--- src/rtl/dpram_stream_reader_if.sv ---
// Bus, RAM read-port and output-stream signals of dpram_stream_reader.
// The slave modport is the reader's view; master is the environment's view.
interface dpram_stream_reader_if #(
    parameter int ADDR_W = 16,
    parameter int DATA_W = 16
);
    logic              cs;
    logic              rd;
    logic              wr;
    logic [15:0]       addr;
    logic [15:0]       d_in;
    logic [15:0]       d_out;
    logic              ram_re;
    logic [ADDR_W-1:0] ram_addr;
    logic [DATA_W-1:0] ram_data;
    logic              m_valid;
    logic              m_ready;
    logic [DATA_W-1:0] m_data;
    logic              m_last;

    modport slave (
        input  cs, rd, wr, addr, d_in, ram_data, m_ready,
        output d_out, ram_re, ram_addr, m_valid, m_data, m_last
    );

    modport master (
        output cs, rd, wr, addr, d_in, ram_data, m_ready,
        input  d_out, ram_re, ram_addr, m_valid, m_data, m_last
    );
endinterface

--- src/rtl/dpram_stream_reader.sv ---
// Streams LEN words starting at BASE out of the dual-port RAM read port,
// one word per READ/LOAD/SEND round, under CPU control via a small register bus.
module dpram_stream_reader #(
    parameter int ADDR_W = 16,
    parameter int DATA_W = 16
) (
    input  logic                  clk,
    input  logic                  reset,
    dpram_stream_reader_if.slave  bus
);
    typedef enum logic [1:0] {
        ST_IDLE,
        ST_READ,
        ST_LOAD,
        ST_SEND
    } state_t;

    localparam logic [2:0] A_CTRL   = 3'd0;
    localparam logic [2:0] A_BASE   = 3'd1;
    localparam logic [2:0] A_LEN    = 3'd2;
    localparam logic [2:0] A_STATUS = 3'd3;
    localparam logic [2:0] A_COUNT  = 3'd4;

    state_t            r_state;
    logic [ADDR_W-1:0] r_base;
    logic [15:0]       r_len;
    logic [15:0]       r_count;
    logic [15:0]       r_remaining;
    logic [ADDR_W-1:0] r_ptr;
    logic              r_done;
    logic              r_aborted;
    logic [15:0]       r_d_out;
    logic              r_ram_re;
    logic [ADDR_W-1:0] r_ram_addr;
    logic              r_m_valid;
    logic [DATA_W-1:0] r_m_data;
    logic              r_m_last;

    logic [2:0]        w_sel;
    logic              w_wr;
    logic              w_rd;
    logic              w_busy;
    logic              w_start;
    logic              w_abort;
    logic [ADDR_W-1:0] w_ptr_inc;
    logic [15:0]       w_regs [8];
    logic              w_unused_addr;

    assign w_sel         = bus.addr[2:0];
    assign w_wr          = bus.cs && bus.wr;
    assign w_rd          = bus.cs && bus.rd;
    assign w_busy        = (r_state != ST_IDLE);
    assign w_start       = w_wr && (w_sel == A_CTRL) && bus.d_in[0];
    assign w_abort       = w_wr && (w_sel == A_CTRL) && bus.d_in[1];
    assign w_ptr_inc     = r_ptr + ADDR_W'(1);
    assign w_unused_addr = ^bus.addr[15:3];

    // Read-back table; CTRL is write-only and the upper three slots are holes.
    assign w_regs[A_CTRL]   = 16'd0;
    assign w_regs[A_BASE]   = 16'(r_base);
    assign w_regs[A_LEN]    = r_len;
    assign w_regs[A_STATUS] = {13'd0, r_aborted, r_done, w_busy};
    assign w_regs[A_COUNT]  = r_count;
    generate
        for (genvar gi = 5; gi < 8; gi++) begin : g_hole
            assign w_regs[gi] = 16'd0;
        end
    endgenerate

    always_ff @(posedge clk or posedge reset) begin
        if (reset) begin
            r_d_out <= 16'd0;
        end else if (w_rd) begin
            r_d_out <= w_regs[w_sel];
        end
    end

    always_ff @(posedge clk or posedge reset) begin
        if (reset) begin
            r_state     <= ST_IDLE;
            r_base      <= '0;
            r_len       <= 16'd0;
            r_count     <= 16'd0;
            r_remaining <= 16'd0;
            r_ptr       <= '0;
            r_done      <= 1'b0;
            r_aborted   <= 1'b0;
            r_ram_re    <= 1'b0;
            r_ram_addr  <= '0;
            r_m_valid   <= 1'b0;
            r_m_data    <= '0;
            r_m_last    <= 1'b0;
        end else begin
            if (w_wr && (w_sel == A_BASE) && !w_busy) r_base <= ADDR_W'(bus.d_in);
            if (w_wr && (w_sel == A_LEN) && !w_busy)  r_len  <= bus.d_in;

            case (r_state)
                ST_IDLE: begin
                    if (w_start && !w_abort) begin
                        r_count   <= 16'd0;
                        r_aborted <= 1'b0;
                        if (r_len == 16'd0) begin
                            r_done <= 1'b1;
                        end else begin
                            r_done      <= 1'b0;
                            r_ptr       <= r_base;
                            r_remaining <= r_len;
                            r_ram_re    <= 1'b1;
                            r_ram_addr  <= r_base;
                            r_state     <= ST_READ;
                        end
                    end
                end
                ST_READ: begin
                    r_ram_re <= 1'b0;
                    r_state  <= ST_LOAD;
                end
                ST_LOAD: begin
                    r_m_data  <= bus.ram_data;
                    r_m_valid <= 1'b1;
                    r_m_last  <= (r_remaining == 16'd1);
                    r_state   <= ST_SEND;
                end
                ST_SEND: begin
                    if (bus.m_ready) begin
                        r_m_valid   <= 1'b0;
                        r_m_last    <= 1'b0;
                        r_count     <= r_count + 16'd1;
                        r_remaining <= r_remaining - 16'd1;
                        r_ptr       <= w_ptr_inc;
                        if (r_m_last) begin
                            r_done  <= 1'b1;
                            r_state <= ST_IDLE;
                        end else begin
                            r_ram_re   <= 1'b1;
                            r_ram_addr <= w_ptr_inc;
                            r_state    <= ST_READ;
                        end
                    end
                end
                default: r_state <= ST_IDLE;
            endcase

            // Abort overrides whatever the state logic scheduled this edge,
            // including a handshake landing on the same edge.
            if (w_abort && w_busy) begin
                r_state   <= ST_IDLE;
                r_ram_re  <= 1'b0;
                r_m_valid <= 1'b0;
                r_m_last  <= 1'b0;
                r_count   <= r_count;
                r_done    <= r_done;
                r_aborted <= 1'b1;
            end
        end
    end

    assign bus.d_out    = r_d_out;
    assign bus.ram_re   = r_ram_re;
    assign bus.ram_addr = r_ram_addr;
    assign bus.m_valid  = r_m_valid;
    assign bus.m_data   = r_m_data;
    assign bus.m_last   = r_m_last;
endmodule

--- src/flat_wrapper.sv ---
// flat-port wrapper written by rule: the top's interface ports become plain ports
module dpram_stream_reader_flat 
#(
    parameter int ADDR_W = 16,
    parameter int DATA_W = 16
)
  (clk, reset, bus_cs, bus_rd, bus_wr, bus_addr, bus_d_in, bus_ram_data, bus_m_ready, bus_d_out, bus_ram_re, bus_ram_addr, bus_m_valid, bus_m_data, bus_m_last);
  dpram_stream_reader_if #(.ADDR_W(ADDR_W), .DATA_W(DATA_W)) bus_i ();
  input  logic clk;
  input  logic reset;
  input wire logic [$bits(bus_i.cs)-1:0] bus_cs;
  input wire logic [$bits(bus_i.rd)-1:0] bus_rd;
  input wire logic [$bits(bus_i.wr)-1:0] bus_wr;
  input wire logic [$bits(bus_i.addr)-1:0] bus_addr;
  input wire logic [$bits(bus_i.d_in)-1:0] bus_d_in;
  input wire logic [$bits(bus_i.ram_data)-1:0] bus_ram_data;
  input wire logic [$bits(bus_i.m_ready)-1:0] bus_m_ready;
  output wire logic [$bits(bus_i.d_out)-1:0] bus_d_out;
  output wire logic [$bits(bus_i.ram_re)-1:0] bus_ram_re;
  output wire logic [$bits(bus_i.ram_addr)-1:0] bus_ram_addr;
  output wire logic [$bits(bus_i.m_valid)-1:0] bus_m_valid;
  output wire logic [$bits(bus_i.m_data)-1:0] bus_m_data;
  output wire logic [$bits(bus_i.m_last)-1:0] bus_m_last;
  assign bus_i.cs = bus_cs;
  assign bus_i.rd = bus_rd;
  assign bus_i.wr = bus_wr;
  assign bus_i.addr = bus_addr;
  assign bus_i.d_in = bus_d_in;
  assign bus_i.ram_data = bus_ram_data;
  assign bus_i.m_ready = bus_m_ready;
  assign bus_d_out = bus_i.d_out;
  assign bus_ram_re = bus_i.ram_re;
  assign bus_ram_addr = bus_i.ram_addr;
  assign bus_m_valid = bus_i.m_valid;
  assign bus_m_data = bus_i.m_data;
  assign bus_m_last = bus_i.m_last;
  dpram_stream_reader #(.ADDR_W(ADDR_W), .DATA_W(DATA_W)) u_core (.clk(clk), .reset(reset), .bus(bus_i));
endmodule
--- config.mk ---
export PLATFORM = sky130hd
export DESIGN_NAME = dpram_stream_reader_flat
export DESIGN_NICKNAME = d
export VERILOG_FILES = /design/src/rtl/dpram_stream_reader_if.sv /design/src/rtl/dpram_stream_reader.sv /design/src/flat_wrapper.sv
export SDC_FILE = /design/constraint.sdc
export NUM_CORES = 1
export LEC_CHECK = 0
export CAP_MARGIN = 20
export CORE_MARGIN = 2
export CORE_UTILIZATION = 35
export CTS_BUF_LIST = sky130_fd_sc_hd__clkbuf_8
export DETAILED_ROUTE_END_ITERATION = 10
export SLEW_MARGIN = 20
export SYNTH_ARGS = -nofsm -noshare
export SYNTH_HDL_FRONTEND = slang
export SYNTH_SLANG_ARGS = --single-unit
--- constraint.sdc ---
create_clock -name clk -period 9.5 [get_ports clk]
set_clock_uncertainty 0.15 [all_clocks]
set_input_delay 0.95 -clock clk [delete_from_list [all_inputs] [get_ports clk]]
set_output_delay 0.95 -clock clk [all_outputs]
set_load 0.005 [all_outputs]
==> results.yml <==
floorplan:
  core_mm2: 0.0195
  row_count: 51
  start_util_pct: 35.7
  die-area_mm2: 0.0210
  die_height_um: 145
  die_w_um: 145
  io_pins: 105
synthesis:
  ys_ff_latch: 135
  ys.flop_type: "dfrtp_1"
  synthArstFlopShare_pct: 100
  synth_edf_count: 0
  synthesis.area_mm2: 0.00695
  yosys-top-cells-area: "dfrtp_1 (49%), mux2_2 (9.6%), a21oi_1 (4.2%), nor2_1 (3.6%), nand2_1 (2.8%)"
  synth.distinct_cells: 63
  avgSynthCellArea_um2: 9.79
  netlist.area_leader.share_pct: 48.6
  yosysTopAreaCell: "dfrtp_1"
  ys_seq_area_share_pct: 48.6
  synth_warnings: 0
  syn_inst: 710
  synth_nets: 771
placed_design:
  placed_area_mm2: 0.00806
  numPortBuffers: 91
  dpl.hpwl_um: 12700
  place_congestion: 0.808
  dpl.cell_count: 1023
layout:
  final_cell_mix: "dfrtp_1 (135), clkdlybuf4s50_1 (91), nor2_1 (67)"
  drive_above_1_share_pct: 13.9
  fin_area_mm2: 0.00843
  n_fill_cell: 1888
  final_net_count: 838
  final_cells: 1054
  syn_to_final_growth_pct: 21.2
  n_antenna_cell: 0
  final_common_cell: "dfrtp_1"
timing:
  rsz0062_at_grt: "no"
  hold_viol: 0
  final-max-slew-violation-count: 0
  period_minus_slack_ns: 3.89
  finalSetupViolations: 0
  period_share_pct: 41.0
  fin_setup_tns_ns: 0
  fmaxAchievable_mhz: 257
  tightestPinTransition_ns: 0.989
  relSlewSlack_pct: 33.9
  worst_hold_slack_ns: 0.334
pwr:
  p_per_area_mw_per_mm2: 292
  power.switching_mw: 0.956
  ir_drop_mv: 0.149
  finalPower_mw: 2.46
  seqPwrFrac_pct: 41.1
  sw_frac_of_total_pct: 38.9
  combPwrFrac_pct: 40.4
  clockPowerShare_pct: 18.6
  p_int_mw: 1.50
  leakagePower_nw: 3.38
cts:
  cts-root-buf: "clkbuf_8"
  postCtsSetupRepairBufs: 0
  cts-resized-gates: 0
  clk_latency_ns: 0.45
  cts_made_buffers: 17
  clkTransAtPathRegs_ns: 0.07
  cts_hold_buf: 0
  clk_path_buf_depth: 2
  cts_sinks: 135
  cts_tree: "yes"
  htreeDepth: 4
critical_path:
  rr_worst_depth: 6
  worstSetupEndpointType: "flop"
  crit_path_start_kind: "input port"
  path_max_fanout: 21
  crit_type: "in -> reg"
  cp.required_ns: 9.69
  cp.arrival_ns: 4.08
global_route:
  antenna_found_initial: 0
  grt_pass1_wl_um: 30400
  grt_usage_pct: 18.1
  grt_remaining_overflow: 0
  grt_pass1_vias: 5506
  grt_max_degree: 86
routing:
  drc: 0
  vias: 5760
  ant_nets: 0
  viasPerCell: 5.46
  drt_first_pass_iters: 5
  drt_wl_total_um: 18600
  drtIter0Drc: 362
  wire_per_inst_um: 17.7
worst_hold_path:
  hold_depth: 1
  hp-class: "reg -> reg"
job:
  maxCapViolCount: 0
outcome:
  outcome: "completed"
-- Yosys cell counts, types with 9 or more instances --
| cell | instances |
|---|---|
| and3_1 | 11 |
| clkbuf_1 | 43 |
| nor3_1 | 15 |
| inv_1 | 14 |
| o22ai_1 | 9 |
| o31ai_1 | 12 |
| nand3_1 | 19 |
| a22oi_1 | 15 |
| nor4_1 | 14 |
| a21oi_1 | 58 |
| nand2_1 | 52 |
| mux2_2 | 59 |
| nor2_1 | 67 |
| a31oi_1 | 19 |
| o21ai_0 | 35 |
| dfrtp_1 | 135 |
-- area by class of cell --
| class | count | area (um2) | area share (%) |
|---|---|---|---|
| Clock buffer | 19 | 262 | 3.10 |
| Tap cell | 265 | 332 | 3.93 |
| Sequential cell | 135 | 3380 | 40.1 |
| Clock inverter | 12 | 106 | 1.26 |
| Timing Repair Buffer | 99 | 971 | 11.5 |
| Inverter | 14 | 57.6 | 0.683 |
| Multi-Input combinational cell | 510 | 3320 | 39.4 |
-- metal layers --
metal / global-route usage (%) / vias to the layer above / share of wire, %
met1: 25.7 / 2833 / 48
met3: 4.62 / 19 / 5.5
met2: 27.1 / 154 / 45
met5: 0 / - / 0
met4: 5.40 / 0 / 1.5
li1: - / 2754 / -
-- state kept, by name, indices dropped and copies added, names as in the netlist --
register             flops
u_core.r_base           16
u_core.bus.ram_addr     16
u_core.bus.m_valid       1
u_core.r_count          16
u_core.r_len            16
u_core.bus.m_last        1
u_core.r_done            1
u_core.r_ptr            16
u_core.bus.m_data       16
u_core.bus.ram_re        1
u_core.r_state           2
u_core.r_remaining      16
u_core.bus.d_out        16
u_core.r_aborted         1
-- through the flow --
step                      worst slack, ns  utilization (%)
after global routing                 5.40             43.3
after CTS                            5.62             43.3
after detailed placement             5.13             41.4
after global placement               5.17             41.4
final                                5.61             43.3
after floorplan                      4.79                -
-- cell families (layout without fill, tap and decap cells) --
logic type      after synthesis  count (layout)  share of synthesized area, %
xor+xnor                     12              12                          1.51
fa+ha+maj                     7               7                          1.26
buf+inv                      65             144                          3.65
flops                       135             135                          48.6
simple gates                226             226                          16.0
mux                          60              60                          9.70
compound gates              205             205                          19.3
-- path summary, 6_finish.rpt --
path	slack (ns)	to	from
worst min-delay path	0.33	u_core.bus.ram_addr[7]	u_core.bus.ram_addr[7]
worst min register to register	0.33	u_core.bus.ram_addr[7]	u_core.bus.ram_addr[7]
max in group asynchronous	7.02	u_core.r_ptr[10]	reset
min in group asynchronous	0.80	u_core.r_count[1]	reset
worst max register to register	6.27	u_core.r_ptr[15]	u_core.r_state[1]
worst max-delay path	5.61	u_core.r_ptr[15]	bus_addr[0]
-- power groups by stage --
stage | sequential (mW) | clock (mW) | combinational, mW
5_1_grt | 1.04 | 0.494 | 1.10
2_1_floorplan | 0.944 | 0 | 0.658
4_1_cts | 1.01 | 0.469 | 0.998
3_5_place_dp | 1.02 | 0 | 0.994
3_3_place_gp | 1.01 | 0 | 0.985
6_report | 1.01 | 0.457 | 0.992
-- critical path, stage by stage --
cell and delay [ns]:
clkdlybuf4s50_1 0.79, and3b_1 0.53, nand4b_1 0.24, o21a_1 0.23
buf_4 0.21, nor2_2 0.69, mux2_2 0.41
No activity file was read; power rests on OpenSTA's default activity.
